<file path="src/rtl/id_ex_latch_pkg.sv">
`default_nettype none
//============================================================================
// Module  : cpu_types_pkg
// Purpose : Shared CPU types for the ID/EX pipeline latch: register index and
//           word types, ALU operation encoding, RegDst encodings, the packed
//           ID/EX stage record and the write-register select helper.
// Ports   : none (package)
// Rev     : 1.0  initial release
//============================================================================
package cpu_types_pkg;

   localparam int WORD_W = 32;
   localparam int REG_W  = 5;
   localparam int IMM_W  = 16;

   typedef logic [REG_W-1:0]  regbits_t;
   typedef logic [WORD_W-1:0] word_t;

   typedef enum logic [3:0] {
      ALU_SLL  = 4'd0,
      ALU_SRL  = 4'd1,
      ALU_ADD  = 4'd2,
      ALU_SUB  = 4'd3,
      ALU_AND  = 4'd4,
      ALU_OR   = 4'd5,
      ALU_XOR  = 4'd6,
      ALU_NOR  = 4'd7,
      ALU_SLT  = 4'd8,
      ALU_SLTU = 4'd9
   } aluop_t;

   // RegDst encodings; the unused code 2'd3 falls back to rt
   localparam logic [1:0] REGDST_RT  = 2'd0;
   localparam logic [1:0] REGDST_RD  = 2'd1;
   localparam logic [1:0] REGDST_R31 = 2'd2;

   localparam regbits_t REG_RA = 5'd31;

   // Everything the ID/EX register carries except the sticky halt flag,
   // which has different update rules and lives beside it.
   typedef struct packed {
      logic             regwrite;
      logic             memtoreg;
      logic             dren;
      logic             dwen;
      logic             alusrc;
      logic [1:0]       regdst;
      aluop_t           aluop;
      regbits_t         rs;
      regbits_t         rt;
      regbits_t         rd;
      regbits_t         wsel;
      word_t            rdat1;
      word_t            rdat2;
      word_t            npc;
      logic [IMM_W-1:0] imm;
   } id_ex_t;

   function automatic regbits_t wsel_decode(input logic [1:0] regdst,
                                            input regbits_t   rt,
                                            input regbits_t   rd);
      regbits_t w_sel;
      case (regdst)
         REGDST_RT  : w_sel = rt;
         REGDST_RD  : w_sel = rd;
         REGDST_R31 : w_sel = REG_RA;
         default    : w_sel = rt;
      endcase
      return w_sel;
   endfunction

endpackage
`default_nettype wire

</file>
<file path="src/rtl/id_ex_latch_if.sv">
`default_nettype none
//============================================================================
// Module  : id_ex_if
// Purpose : Bundle of decode-side inputs and EX-side registered outputs of the
//           ID/EX pipeline latch.
// Modports: latch    - the ID/EX register (consumes *_in, drives *_out_2)
//           datapath - surrounding CPU datapath (drives *_in, reads *_out_2)
//           tb       - testbench view, same directions as datapath
// Rev     : 1.0  initial release
//============================================================================
interface id_ex_if;
   import cpu_types_pkg::*;

   // decode side
   logic        en;
   logic        flush;
   regbits_t    rs_in, rt_in, rd_in;
   word_t       rdat1_in, rdat2_in, npc_in;
   logic [15:0] imm_in;
   logic        RegWrite_in, MemtoReg_in, dREN_in, dWEN_in, ALUSrc_in, halt_in;
   logic [1:0]  RegDst_in;
   aluop_t      ALUOp_in;

   // execute side
   regbits_t    rs_out_2, rt_out_2, rd_out_2, wsel_out_2;
   word_t       rdat1_out_2, rdat2_out_2, npc_out_2;
   logic [15:0] imm_out_2;
   logic        RegWrite_out_2, MemtoReg_out_2, dREN_out_2, dWEN_out_2;
   logic        ALUSrc_out_2, halt_out_2;
   logic [1:0]  RegDst_out_2;
   aluop_t      ALUOp_out_2;
   logic        stall;
   word_t       stall_cnt;

   modport latch (
      input  en, flush, rs_in, rt_in, rd_in, rdat1_in, rdat2_in, npc_in,
             imm_in, RegWrite_in, MemtoReg_in, dREN_in, dWEN_in, ALUSrc_in,
             halt_in, RegDst_in, ALUOp_in,
      output rs_out_2, rt_out_2, rd_out_2, wsel_out_2, rdat1_out_2,
             rdat2_out_2, npc_out_2, imm_out_2, RegWrite_out_2,
             MemtoReg_out_2, dREN_out_2, dWEN_out_2, ALUSrc_out_2,
             halt_out_2, RegDst_out_2, ALUOp_out_2, stall, stall_cnt
   );

   modport datapath (
      output en, flush, rs_in, rt_in, rd_in, rdat1_in, rdat2_in, npc_in,
             imm_in, RegWrite_in, MemtoReg_in, dREN_in, dWEN_in, ALUSrc_in,
             halt_in, RegDst_in, ALUOp_in,
      input  rs_out_2, rt_out_2, rd_out_2, wsel_out_2, rdat1_out_2,
             rdat2_out_2, npc_out_2, imm_out_2, RegWrite_out_2,
             MemtoReg_out_2, dREN_out_2, dWEN_out_2, ALUSrc_out_2,
             halt_out_2, RegDst_out_2, ALUOp_out_2, stall, stall_cnt
   );

   modport tb (
      output en, flush, rs_in, rt_in, rd_in, rdat1_in, rdat2_in, npc_in,
             imm_in, RegWrite_in, MemtoReg_in, dREN_in, dWEN_in, ALUSrc_in,
             halt_in, RegDst_in, ALUOp_in,
      input  rs_out_2, rt_out_2, rd_out_2, wsel_out_2, rdat1_out_2,
             rdat2_out_2, npc_out_2, imm_out_2, RegWrite_out_2,
             MemtoReg_out_2, dREN_out_2, dWEN_out_2, ALUSrc_out_2,
             halt_out_2, RegDst_out_2, ALUOp_out_2, stall, stall_cnt
   );

endinterface
`default_nettype wire

</file>
<file path="src/rtl/id_ex_latch_load_use_detect.sv">
`default_nettype none
//============================================================================
// Module  : load_use_detect
// Purpose : Combinational load-use hazard comparator. Flags when the load in
//           EX writes a register that the instruction in ID reads.
// Ports   : i_dren  - EX stage holds a load
//           i_wsel  - EX stage destination register
//           i_rs    - ID stage source register rs
//           i_rt    - ID stage source register rt
//           o_stall - hazard present, hold PC and IF/ID
// Rev     : 1.0  initial release
//============================================================================
module load_use_detect
   import cpu_types_pkg::*;
(
   input  logic     i_dren,
   input  regbits_t i_wsel,
   input  regbits_t i_rs,
   input  regbits_t i_rt,
   output logic     o_stall
);

   logic w_match;

   // $zero is never a real dependency, so a load targeting it cannot stall
   assign w_match = (i_wsel == i_rs) || (i_wsel == i_rt);
   assign o_stall = i_dren && (i_wsel != '0) && w_match;

endmodule
`default_nettype wire

</file>
<file path="src/rtl/id_ex_latch.sv">
`default_nettype none
//============================================================================
// Module  : id_ex_latch
// Purpose : ID/EX pipeline register with bubble insertion on flush or
//           load-use hazard, sticky halt and a saturating load-use stall
//           counter.
// Ports   : CLK  - system clock, rising edge
//           nRST - asynchronous active-low reset
//           bus  - id_ex_if.latch: decode inputs, registered EX outputs,
//                  stall indication and stall counter
// Rev     : 1.0  initial release
//============================================================================
module id_ex_latch
   import cpu_types_pkg::*;
(
   input  logic     CLK,
   input  logic     nRST,
   id_ex_if.latch   bus
);

   id_ex_t   r_stage;
   logic     r_halt;
   word_t    r_stall_cnt;

   id_ex_t   w_load;
   logic     w_stall;
   logic     w_bubble;
   logic     w_cnt_inc;

   // Hazard check uses the registered EX contents, so reset clears dREN and
   // drops stall immediately without waiting for a clock.
   load_use_detect u_load_use_detect (
      .i_dren  (r_stage.dren),
      .i_wsel  (r_stage.wsel),
      .i_rs    (bus.rs_in),
      .i_rt    (bus.rt_in),
      .o_stall (w_stall)
   );

   always_comb begin
      w_load          = '0;
      w_load.regwrite = bus.RegWrite_in;
      w_load.memtoreg = bus.MemtoReg_in;
      w_load.dren     = bus.dREN_in;
      w_load.dwen     = bus.dWEN_in;
      w_load.alusrc   = bus.ALUSrc_in;
      w_load.regdst   = bus.RegDst_in;
      w_load.aluop    = bus.ALUOp_in;
      w_load.rs       = bus.rs_in;
      w_load.rt       = bus.rt_in;
      w_load.rd       = bus.rd_in;
      w_load.wsel     = wsel_decode(bus.RegDst_in, bus.rt_in, bus.rd_in);
      w_load.rdat1    = bus.rdat1_in;
      w_load.rdat2    = bus.rdat2_in;
      w_load.npc      = bus.npc_in;
      w_load.imm      = bus.imm_in;
   end

   assign w_bubble  = bus.flush || w_stall;
   // A stall that coincides with a flush is absorbed by the flush bubble
   assign w_cnt_inc = w_stall && !bus.flush && (r_stall_cnt != '1);

   always_ff @(posedge CLK or negedge nRST) begin
      if (!nRST) begin
         r_stage     <= '0;
         r_halt      <= 1'b0;
         r_stall_cnt <= '0;
      end else if (bus.en) begin
         r_stage <= w_bubble ? '0 : w_load;
         if (!w_bubble && bus.halt_in) begin
            r_halt <= 1'b1;
         end
         if (w_cnt_inc) begin
            r_stall_cnt <= r_stall_cnt + 32'd1;
         end
      end
   end

   assign bus.RegWrite_out_2 = r_stage.regwrite;
   assign bus.MemtoReg_out_2 = r_stage.memtoreg;
   assign bus.dREN_out_2     = r_stage.dren;
   assign bus.dWEN_out_2     = r_stage.dwen;
   assign bus.ALUSrc_out_2   = r_stage.alusrc;
   assign bus.RegDst_out_2   = r_stage.regdst;
   assign bus.ALUOp_out_2    = r_stage.aluop;
   assign bus.rs_out_2       = r_stage.rs;
   assign bus.rt_out_2       = r_stage.rt;
   assign bus.rd_out_2       = r_stage.rd;
   assign bus.wsel_out_2     = r_stage.wsel;
   assign bus.rdat1_out_2    = r_stage.rdat1;
   assign bus.rdat2_out_2    = r_stage.rdat2;
   assign bus.npc_out_2      = r_stage.npc;
   assign bus.imm_out_2      = r_stage.imm;
   assign bus.halt_out_2     = r_halt;
   assign bus.stall          = w_stall;
   assign bus.stall_cnt      = r_stall_cnt;

endmodule
`default_nettype wire
</file>
<file path="src/flat_wrapper.sv">
// flat-port wrapper written by rule: the top's interface ports become plain ports
module id_ex_latch_flat import cpu_types_pkg::*;
  (CLK, nRST, bus_en, bus_flush, bus_rs_in, bus_rt_in, bus_rd_in, bus_rdat1_in, bus_rdat2_in, bus_npc_in, bus_imm_in, bus_RegWrite_in, bus_MemtoReg_in, bus_dREN_in, bus_dWEN_in, bus_ALUSrc_in, bus_halt_in, bus_RegDst_in, bus_ALUOp_in, bus_rs_out_2, bus_rt_out_2, bus_rd_out_2, bus_wsel_out_2, bus_rdat1_out_2, bus_rdat2_out_2, bus_npc_out_2, bus_imm_out_2, bus_RegWrite_out_2, bus_MemtoReg_out_2, bus_dREN_out_2, bus_dWEN_out_2, bus_ALUSrc_out_2, bus_halt_out_2, bus_RegDst_out_2, bus_ALUOp_out_2, bus_stall, bus_stall_cnt);
  id_ex_if bus_i ();
  input  logic CLK;
  input  logic nRST;
  input wire logic [$bits(bus_i.en)-1:0] bus_en;
  input wire logic [$bits(bus_i.flush)-1:0] bus_flush;
  input wire logic [$bits(bus_i.rs_in)-1:0] bus_rs_in;
  input wire logic [$bits(bus_i.rt_in)-1:0] bus_rt_in;
  input wire logic [$bits(bus_i.rd_in)-1:0] bus_rd_in;
  input wire logic [$bits(bus_i.rdat1_in)-1:0] bus_rdat1_in;
  input wire logic [$bits(bus_i.rdat2_in)-1:0] bus_rdat2_in;
  input wire logic [$bits(bus_i.npc_in)-1:0] bus_npc_in;
  input wire logic [$bits(bus_i.imm_in)-1:0] bus_imm_in;
  input wire logic [$bits(bus_i.RegWrite_in)-1:0] bus_RegWrite_in;
  input wire logic [$bits(bus_i.MemtoReg_in)-1:0] bus_MemtoReg_in;
  input wire logic [$bits(bus_i.dREN_in)-1:0] bus_dREN_in;
  input wire logic [$bits(bus_i.dWEN_in)-1:0] bus_dWEN_in;
  input wire logic [$bits(bus_i.ALUSrc_in)-1:0] bus_ALUSrc_in;
  input wire logic [$bits(bus_i.halt_in)-1:0] bus_halt_in;
  input wire logic [$bits(bus_i.RegDst_in)-1:0] bus_RegDst_in;
  input wire logic [$bits(bus_i.ALUOp_in)-1:0] bus_ALUOp_in;
  output wire logic [$bits(bus_i.rs_out_2)-1:0] bus_rs_out_2;
  output wire logic [$bits(bus_i.rt_out_2)-1:0] bus_rt_out_2;
  output wire logic [$bits(bus_i.rd_out_2)-1:0] bus_rd_out_2;
  output wire logic [$bits(bus_i.wsel_out_2)-1:0] bus_wsel_out_2;
  output wire logic [$bits(bus_i.rdat1_out_2)-1:0] bus_rdat1_out_2;
  output wire logic [$bits(bus_i.rdat2_out_2)-1:0] bus_rdat2_out_2;
  output wire logic [$bits(bus_i.npc_out_2)-1:0] bus_npc_out_2;
  output wire logic [$bits(bus_i.imm_out_2)-1:0] bus_imm_out_2;
  output wire logic [$bits(bus_i.RegWrite_out_2)-1:0] bus_RegWrite_out_2;
  output wire logic [$bits(bus_i.MemtoReg_out_2)-1:0] bus_MemtoReg_out_2;
  output wire logic [$bits(bus_i.dREN_out_2)-1:0] bus_dREN_out_2;
  output wire logic [$bits(bus_i.dWEN_out_2)-1:0] bus_dWEN_out_2;
  output wire logic [$bits(bus_i.ALUSrc_out_2)-1:0] bus_ALUSrc_out_2;
  output wire logic [$bits(bus_i.halt_out_2)-1:0] bus_halt_out_2;
  output wire logic [$bits(bus_i.RegDst_out_2)-1:0] bus_RegDst_out_2;
  output wire logic [$bits(bus_i.ALUOp_out_2)-1:0] bus_ALUOp_out_2;
  output wire logic [$bits(bus_i.stall)-1:0] bus_stall;
  output wire logic [$bits(bus_i.stall_cnt)-1:0] bus_stall_cnt;
  assign bus_i.en = bus_en;
  assign bus_i.flush = bus_flush;
  assign bus_i.rs_in = bus_rs_in;
  assign bus_i.rt_in = bus_rt_in;
  assign bus_i.rd_in = bus_rd_in;
  assign bus_i.rdat1_in = bus_rdat1_in;
  assign bus_i.rdat2_in = bus_rdat2_in;
  assign bus_i.npc_in = bus_npc_in;
  assign bus_i.imm_in = bus_imm_in;
  assign bus_i.RegWrite_in = bus_RegWrite_in;
  assign bus_i.MemtoReg_in = bus_MemtoReg_in;
  assign bus_i.dREN_in = bus_dREN_in;
  assign bus_i.dWEN_in = bus_dWEN_in;
  assign bus_i.ALUSrc_in = bus_ALUSrc_in;
  assign bus_i.halt_in = bus_halt_in;
  assign bus_i.RegDst_in = bus_RegDst_in;
  assign bus_i.ALUOp_in = bus_ALUOp_in;
  assign bus_rs_out_2 = bus_i.rs_out_2;
  assign bus_rt_out_2 = bus_i.rt_out_2;
  assign bus_rd_out_2 = bus_i.rd_out_2;
  assign bus_wsel_out_2 = bus_i.wsel_out_2;
  assign bus_rdat1_out_2 = bus_i.rdat1_out_2;
  assign bus_rdat2_out_2 = bus_i.rdat2_out_2;
  assign bus_npc_out_2 = bus_i.npc_out_2;
  assign bus_imm_out_2 = bus_i.imm_out_2;
  assign bus_RegWrite_out_2 = bus_i.RegWrite_out_2;
  assign bus_MemtoReg_out_2 = bus_i.MemtoReg_out_2;
  assign bus_dREN_out_2 = bus_i.dREN_out_2;
  assign bus_dWEN_out_2 = bus_i.dWEN_out_2;
  assign bus_ALUSrc_out_2 = bus_i.ALUSrc_out_2;
  assign bus_halt_out_2 = bus_i.halt_out_2;
  assign bus_RegDst_out_2 = bus_i.RegDst_out_2;
  assign bus_ALUOp_out_2 = bus_i.ALUOp_out_2;
  assign bus_stall = bus_i.stall;
  assign bus_stall_cnt = bus_i.stall_cnt;
  id_ex_latch u_core (.CLK(CLK), .nRST(nRST), .bus(bus_i));
endmodule
</file>
<file path="config.mk">
export PLATFORM = sky130hd
export DESIGN_NAME = id_ex_latch_flat
export DESIGN_NICKNAME = d
export VERILOG_FILES = /design/src/rtl/id_ex_latch_pkg.sv /design/src/rtl/id_ex_latch_if.sv /design/src/rtl/id_ex_latch_load_use_detect.sv /design/src/rtl/id_ex_latch.sv /design/src/flat_wrapper.sv
export SDC_FILE = /design/constraint.sdc
export NUM_CORES = 1
export LEC_CHECK = 0
export CORE_UTILIZATION = 34
export DETAILED_ROUTE_END_ITERATION = 10
export HOLD_SLACK_MARGIN = 0.06
export PLACE_DENSITY = 0.78
export SKIP_CTS_REPAIR_TIMING = 1
export SLEW_MARGIN = 25
export SYNTH_ARGS = -nofsm -noshare
export SYNTH_HDL_FRONTEND = slang
export SYNTH_SLANG_ARGS = --single-unit
</file>
<file path="constraint.sdc">
create_clock -name CLK -period 2 [get_ports CLK]
set_input_delay 0.5 -clock CLK [delete_from_list [all_inputs] [get_ports CLK]]
set_output_delay 0.5 -clock CLK [all_outputs]
set_load 0.005 [all_outputs]
</file>
==> results of run 1 <==
## power by group through the flow
stage,Clock [mW],Combinational [mW],Sequential [mW]
floorplan,0,0.384,4.03
global placement,0,1.44,4.00
detailed placement,0,1.47,4.01
CTS,3.28,1.47,3.95
global route,3.44,1.81,3.98
finish,3.22,1.70,3.95
## registers in the layout (all words and copies together) (netlist names), 2 cells and up
name                     count
u_core.bus.ALUOp_out_2       4
u_core.bus.rdat1_out_2      32
u_core.bus.RegDst_out_2      2
u_core.bus.npc_out_2        32
u_core.bus.rd_out_2          5
u_core.bus.rs_out_2          5
u_core.bus.imm_out_2        16
u_core.bus.stall_cnt        32
u_core.bus.rt_out_2          5
u_core.bus.wsel_out_2        5
u_core.bus.rdat2_out_2      32
## placed cells by master (no fill, tap or decap), types with 8 or more instances in the layout
cell / instances
a22o_1: 143
buf_12: 15
buf_4: 82
buf_6: 8
clkbuf_16: 32
clkdlybuf4s50_1: 309
dfrtp_1: 172
dlymetal6s2s_1: 8
nand2_1: 12
nand3_1: 8
nand3_2: 12
nand4_1: 13
xnor2_1: 28
xor2_1: 8
## cell families (layout without fill, tap and decap cells)
group / Yosys count / count (layout)
mux: 1 / 1
xor+xnor: 40 / 40
buf+inv: 37 / 483
compound gates: 160 / 160
simple gates: 88 / 88
flops: 176 / 176
fa+ha+maj: 3 / 3
## critical path, cell delays in order, from the launching register on
cell and delay (ns):
dfrtp_2 0.43, or4_4 0.58, o21ai_4 0.24, nor2_4 0.06, clkbuf_2 0.11
## metal layers
layer / GRT usage, % / vias up / wire (um)
li1: - / 2789 / -
met1: 23.7 / 3059 / 9210
met2: 34.1 / 250 / 12800
met3: 7.35 / 28 / 1930
met4: 5.60 / 2 / 527
met5: 0 / - / 13
## area by class of cell
| class | count | share of cell area (%) |
|---|---|---|
| repair buffers | 446 | 37.7 |
| clock buffers | 18 | 3.51 |
| clock inverters | 13 | 1.02 |
| flip-flops and latches | 176 | 35.2 |
| multi-input cells | 292 | 19.7 |
| inverters | 6 | 0.200 |
| well taps | 265 | 2.65 |
## worst paths after layout
kind / start / end
hold / removal: bus_rs_in[4] / u_core.bus.rs_out_2[4]$_DFFE_PN0P_
setup reg to reg: u_core.bus.wsel_out_2[2]$_DFFE_PN0P_ / u_core.bus.npc_out_2[11]$_DFFE_PN0P_
min in group asynchronous: nRST / u_core.bus.npc_out_2[26]$_DFFE_PN0P_
setup / recovery: u_core.bus.wsel_out_2[2]$_DFFE_PN0P_ / bus_stall
hold reg to reg: u_core.bus.halt_out_2$_DFFE_PN0P_ / u_core.bus.halt_out_2$_DFFE_PN0P_
max in group asynchronous: nRST / u_core.bus.rdat2_out_2[16]$_DFFE_PN0P_
## per-stage QoR
stage | setup TNS [ns] | area (um2) | util, % | instances
6_report | -37.37 | 12500 | 63.7 | 1216
5_1_grt | -45.60 | 12500 | 63.7 | 1216
4_1_cts | -26.59 | 11500 | 58.6 | 1173
3_5_place_dp | -96.76 | 10900 | 55.7 | 1142
3_3_place_gp | -93.01 | 10900 | 55.7 | 1142
2_1_floorplan | 0 | 6880 | - | 505
==> flow_metrics.tcl, run 1 <==
set metrics [dict create \
    wirelength_um 24400 \
    antenna_found_initial 1 \
    ys_seq_area_share_pct 64.0 \
    ys.flop_type "dfrtp_1" \
    port_buffers 319 \
    p_sw_mw 2.20 \
    vias 6128 \
    cts_sinks 176 \
    period_minus_slack_ns 2.35 \
    cp-start-kind "flop" \
    synthTopCellsByArea "dfrtp_1, a22o_1, xnor2_1" \
    vias_per_cell 5.04 \
    post-synth-top-area-cell "dfrtp_1" \
    setup.worst_path.end_class "output pin" \
    pwr-share-seq_pct 44.6 \
    drtIter0Drc 216 \
    multi_input_area_um2 2470 \
    clockRootBuffer "clkbuf_16" \
    grt_pass1_vias 5915 \
    die_height_um 144 \
    start_util_pct 35.0 \
    postSynthAreaPerCell_um2 13.6 \
    cap_violations 0 \
    gp_congestion 0.818 \
    h-tree-depth 4 \
    synth_seq_cells 176 \
    fmax_mhz 426 \
    cts.reportedPaths.clkPinSlew_ns 0.07 \
    drc_errors 0 \
    setup_slack_ns -0.349 \
    cts_inserted_buffers 17 \
    r2r_setup_slack_ns -0.32 \
    fin_worst_skew_ns 0.0138 \
    yosysMostFrequentCell "dfrtp_1" \
    synth_top_family_by_area "compound AO/OA/AOI/OAI gates" \
    placementRows 51 \
    die_w_um 144 \
    fin_crit_sh_pct 117 \
    grtUsageTotal_pct 20.0 \
    clock_path_buffers 2 \
    min_path_cells 2 \
    power_mw 8.87 \
    max-slew-margin-rel_pct 74.8 \
    reg2reg_depth 9 \
    grt_setup_unrepaired "true" \
    synthMuxAreaShare_pct 0.164 \
    synth_top_area_share_pct 64.0 \
    holdWs_ns 0.419 \
    grt_max_degree 65 \
    synth_top_cells_by_count "dfrtp_1, a22o_1, xnor2_1, nand3_1" \
    setup_violations 172 \
    internal-power_mw 6.66 \
    wire_per_inst_um 20.1 \
    drive_gt1_share_pct 21.3 \
    pwr-share-clk_pct 36.3 \
    slew_violations 0 \
    outcome "finished with violations" \
    synth_area_um2 6880 \
    tritoncts "done" \
    synthCells 505 \
    crit_fanout 4 \
    grt_pass1_wl_um 31600 \
    antenna_left 0 \
    regArea_um2 4410 \
    synthXorXnorAreaFrac_pct 5.09 \
    p_per_area_nw_per_um2 708 \
    worstSetupPathType "reg2out" \
    p_sw_share_pct 24.9 \
    syn2layout_area_growth_pct 82.0 \
    dp_slack_ns -0.948 \
    post-dp-hpwl_um 15600 \
    design.die.area_um2 20800 \
    nets 1085 \
    worstPathArrival_ns 1.85 \
    synth_async_sr_flop_share_pct 100 \
    violations "setup timing" \
    core_area_um2 19700 \
    fillCellCount 1543 \
    drt_pre_antenna_iters 4 \
    p_comb_share_pct 19.2 \
    tightestPinTransition_ns 0.378 \
    hold_violations 0 \
    ys_warn_count 0 \
    synth_fp_nets 651 \
    grt_overflow_total 0 \
    ir_drop_mv 0.472 \
    p_leak_nw 5.67 \
    yosys.area_share.adder_pct 0.545 \
    crit_required_ns 1.50 \
    synth_edf_count 0 \
    io_pins 320 \
    yosysUniqueCellTypes 41 \
    hold_class "in2reg" \
    clk_latency_ns 0.42 \
    synthSimpleGateAreaFrac_pct 7.58 \
    antenna_cells 0 \
    synth_compound_area_share_pct 19.7 \
]
Note: power is estimated with default switching activity, not from simulation.
==> run 2, diff against run 1 <==
--- a/config.mk
+++ b/config.mk
@@ -8,7 +8,7 @@
 export CORE_UTILIZATION = 34
 export DETAILED_ROUTE_END_ITERATION = 10
 export HOLD_SLACK_MARGIN = 0.06
-export PLACE_DENSITY = 0.78
+export PLACE_DENSITY = 0.81
 export SKIP_CTS_REPAIR_TIMING = 1
 export SLEW_MARGIN = 25
 export SYNTH_ARGS = -nofsm -noshare
==> constraint.sdc (replaced) <==
create_clock -name CLK -period 2.15 [get_ports CLK]
set_input_delay 0.5375 -clock CLK [delete_from_list [all_inputs] [get_ports CLK]]
set_output_delay 0.5375 -clock CLK [all_outputs]
set_load 0.005 [all_outputs]
==> flow_metrics.tcl, run 2 (synthesis results as in run 1) <==
set metrics [dict create \
    crit_chain "buf_6 > or4_4 > o21ai_4 > nor2_2 > dlymetal6s2s_1" \
    grt_max_degree 70 \
    pwr-share-clk_pct 36.8 \
    drc_errors 0 \
    drive_gt1_share_pct 15.9 \
    p_comb_share_pct 18.0 \
    tightestPinTransition_ns 0.505 \
    final_common_cell "clkdlybuf4s50_1" \
    internal-power_mw 6.09 \
    rr_startpoint "u_core.bus.wsel_out_2[4]$_DFFE_PN0P_" \
    placementRows 51 \
    grt_overflow_total 0 \
    drt_pre_antenna_iters 4 \
    max-slew-margin-rel_pct 66.3 \
    design.die.area_um2 20800 \
    final_cell_mix "clkdlybuf4s50_1, dfrtp_1, a22o_1" \
    cts_inserted_buffers 17 \
    port_buffers 319 \
    start_util_pct 35.0 \
    nets 1053 \
    period_minus_slack_ns 2.37 \
    die_w_um 144 \
    setup.worst_path.end_class "output pin" \
    outcome "finished with violations" \
    h-tree-depth 4 \
    violations "setup timing" \
    wirelength_um 22700 \
    holdWs_ns 0.0456 \
    vias_per_cell 5.01 \
    crit_fanout 3 \
    pwr-share-seq_pct 45.2 \
    hold_class "in2async" \
    grt_setup_unrepaired "true" \
    setup_slack_ns -0.219 \
    grt_pass1_wl_um 30900 \
    drtIter0Drc 271 \
    cpPeakStageDelay_ns 0.44 \
    grt_pass1_vias 5872 \
    cap_violations 0 \
    fillCellCount 1575 \
    post-dp-hpwl_um 15400 \
    fin_crit_sh_pct 110 \
    setup_violations 41 \
    vias 5934 \
    r2r_setup_slack_ns -0.06 \
    core_area_um2 19700 \
    wire_per_inst_um 19.1 \
    final_area_um2 11900 \
    fin_worst_skew_ns 0.00960 \
    clock_path_buffers 2 \
    worstSetupPathType "reg2out" \
    cp_slowest_cell "or4_4" \
    fmax_mhz 422 \
    rr_endpoint "u_core.bus.stall_cnt[1]$_DFFE_PN0P_" \
    gp_congestion 0.786 \
    cp-start-kind "flop" \
    antenna_found_initial 0 \
    power_mw 8.12 \
    grtUsageTotal_pct 19.5 \
    antenna_left 0 \
    p_per_area_nw_per_um2 685 \
    slew_violations 0 \
    p_sw_share_pct 25.0 \
    hold_violations 0 \
    io_pins 320 \
    p_leak_nw 5.27 \
    p_sw_mw 2.03 \
    ir_drop_mv 0.454 \
    die_height_um 144 \
    placed_cell_area_um2 10900 \
    dp_slack_ns -0.760 \
    finalSetupTns_ns -0.807 \
    syn2layout_area_growth_pct 72.3 \
    cts_sinks 176 \
    cts.reportedPaths.clkPinSlew_ns 0.07 \
    reg2reg_depth 9 \
    crit_required_ns 1.61 \
    worstPathArrival_ns 1.83 \
    clockRootBuffer "clkbuf_16" \
    tritoncts "done" \
    clk_latency_ns 0.42 \
]
==> run 2: changes by cell type in the layout (fill, tap and decap cells not counted), sizes merged <==
cell / delta
inv: +1
diode: +1
dlygate4sd3: -1
clkbuf: -10
clkinv: -1
buf: -22
clkdlybuf4s50: +5
dlymetal6s2s: -4
==> run 2: metal layers <==
layer / wire length (um) / up-vias / part of all wire (%) / global-route usage [%]
met4: 325 / 0 / 1.4 / 6.87
met1: 9290 / 2967 / 41 / 23.4
met2: 11400 / 220 / 50 / 32.8
met3: 1640 / 21 / 7.2 / 6.19
li1: - / 2726 / - / -
met5: 0 / - / 0 / 0
==> run 2: worst max-delay path: cells and delay by family (launching register included) <==
kind                   cells  cell delay [ns]
buffers and inverters      2             0.29
DFF                        1             0.43
AOI/OAI and AO/OA          1             0.18
and+or+nand+nor            2             0.51
==> run 2: layout make-up <==
type | count | area [um2] | area share (%)
multi-input cells | 292 | 2340 | 19.7
inverters | 6 | 25.0 | 0.211
diodes | 1 | 2.50 | 0.0211
repair buffers | 414 | 4200 | 35.4
well taps | 265 | 332 | 2.80
clock buffers | 18 | 429 | 3.62
flip-flops and latches | 176 | 4400 | 37.1
clock inverters | 13 | 130 | 1.10
==> run 2: how the worst max path moves through the flow <==
stage / cells past startpoint / from / to / slack (ns)
CTS: 6 / bus_rs_in[4] / bus_stall / -0.76
floorplan: 6 / bus_flush / u_core.bus.stall_cnt[19]$_DFFE_PN0P_ / 0.21
global route: 5 / u_core.bus.wsel_out_2[4]$_DFFE_PN0P_ / bus_stall / -0.28
detailed placement: 6 / bus_rs_in[4] / bus_stall / -0.76
finish: 5 / u_core.bus.wsel_out_2[4]$_DFFE_PN0P_ / bus_stall / -0.22
global placement: 6 / bus_rt_in[4] / bus_stall / -0.77
==> run 2: per-stage QoR <==
stage	instances	utilization, %
final	1185	60.3
after global routing	1184	60.3
after CTS	1166	58.3
after detailed placement	1135	55.4
after global placement	1135	55.4
after floorplan	505	-
==> run 2: power groups by stage <==
stage                     sequential (mW)  clock (mW)  combinational [mW]
after floorplan                      3.75           0               0.357
after global placement               3.72           0                1.35
after detailed placement             3.72           0                1.37
after CTS                            3.67        3.05                1.37
after global routing                 3.69        3.19                1.56
final                                3.67        2.99                1.46
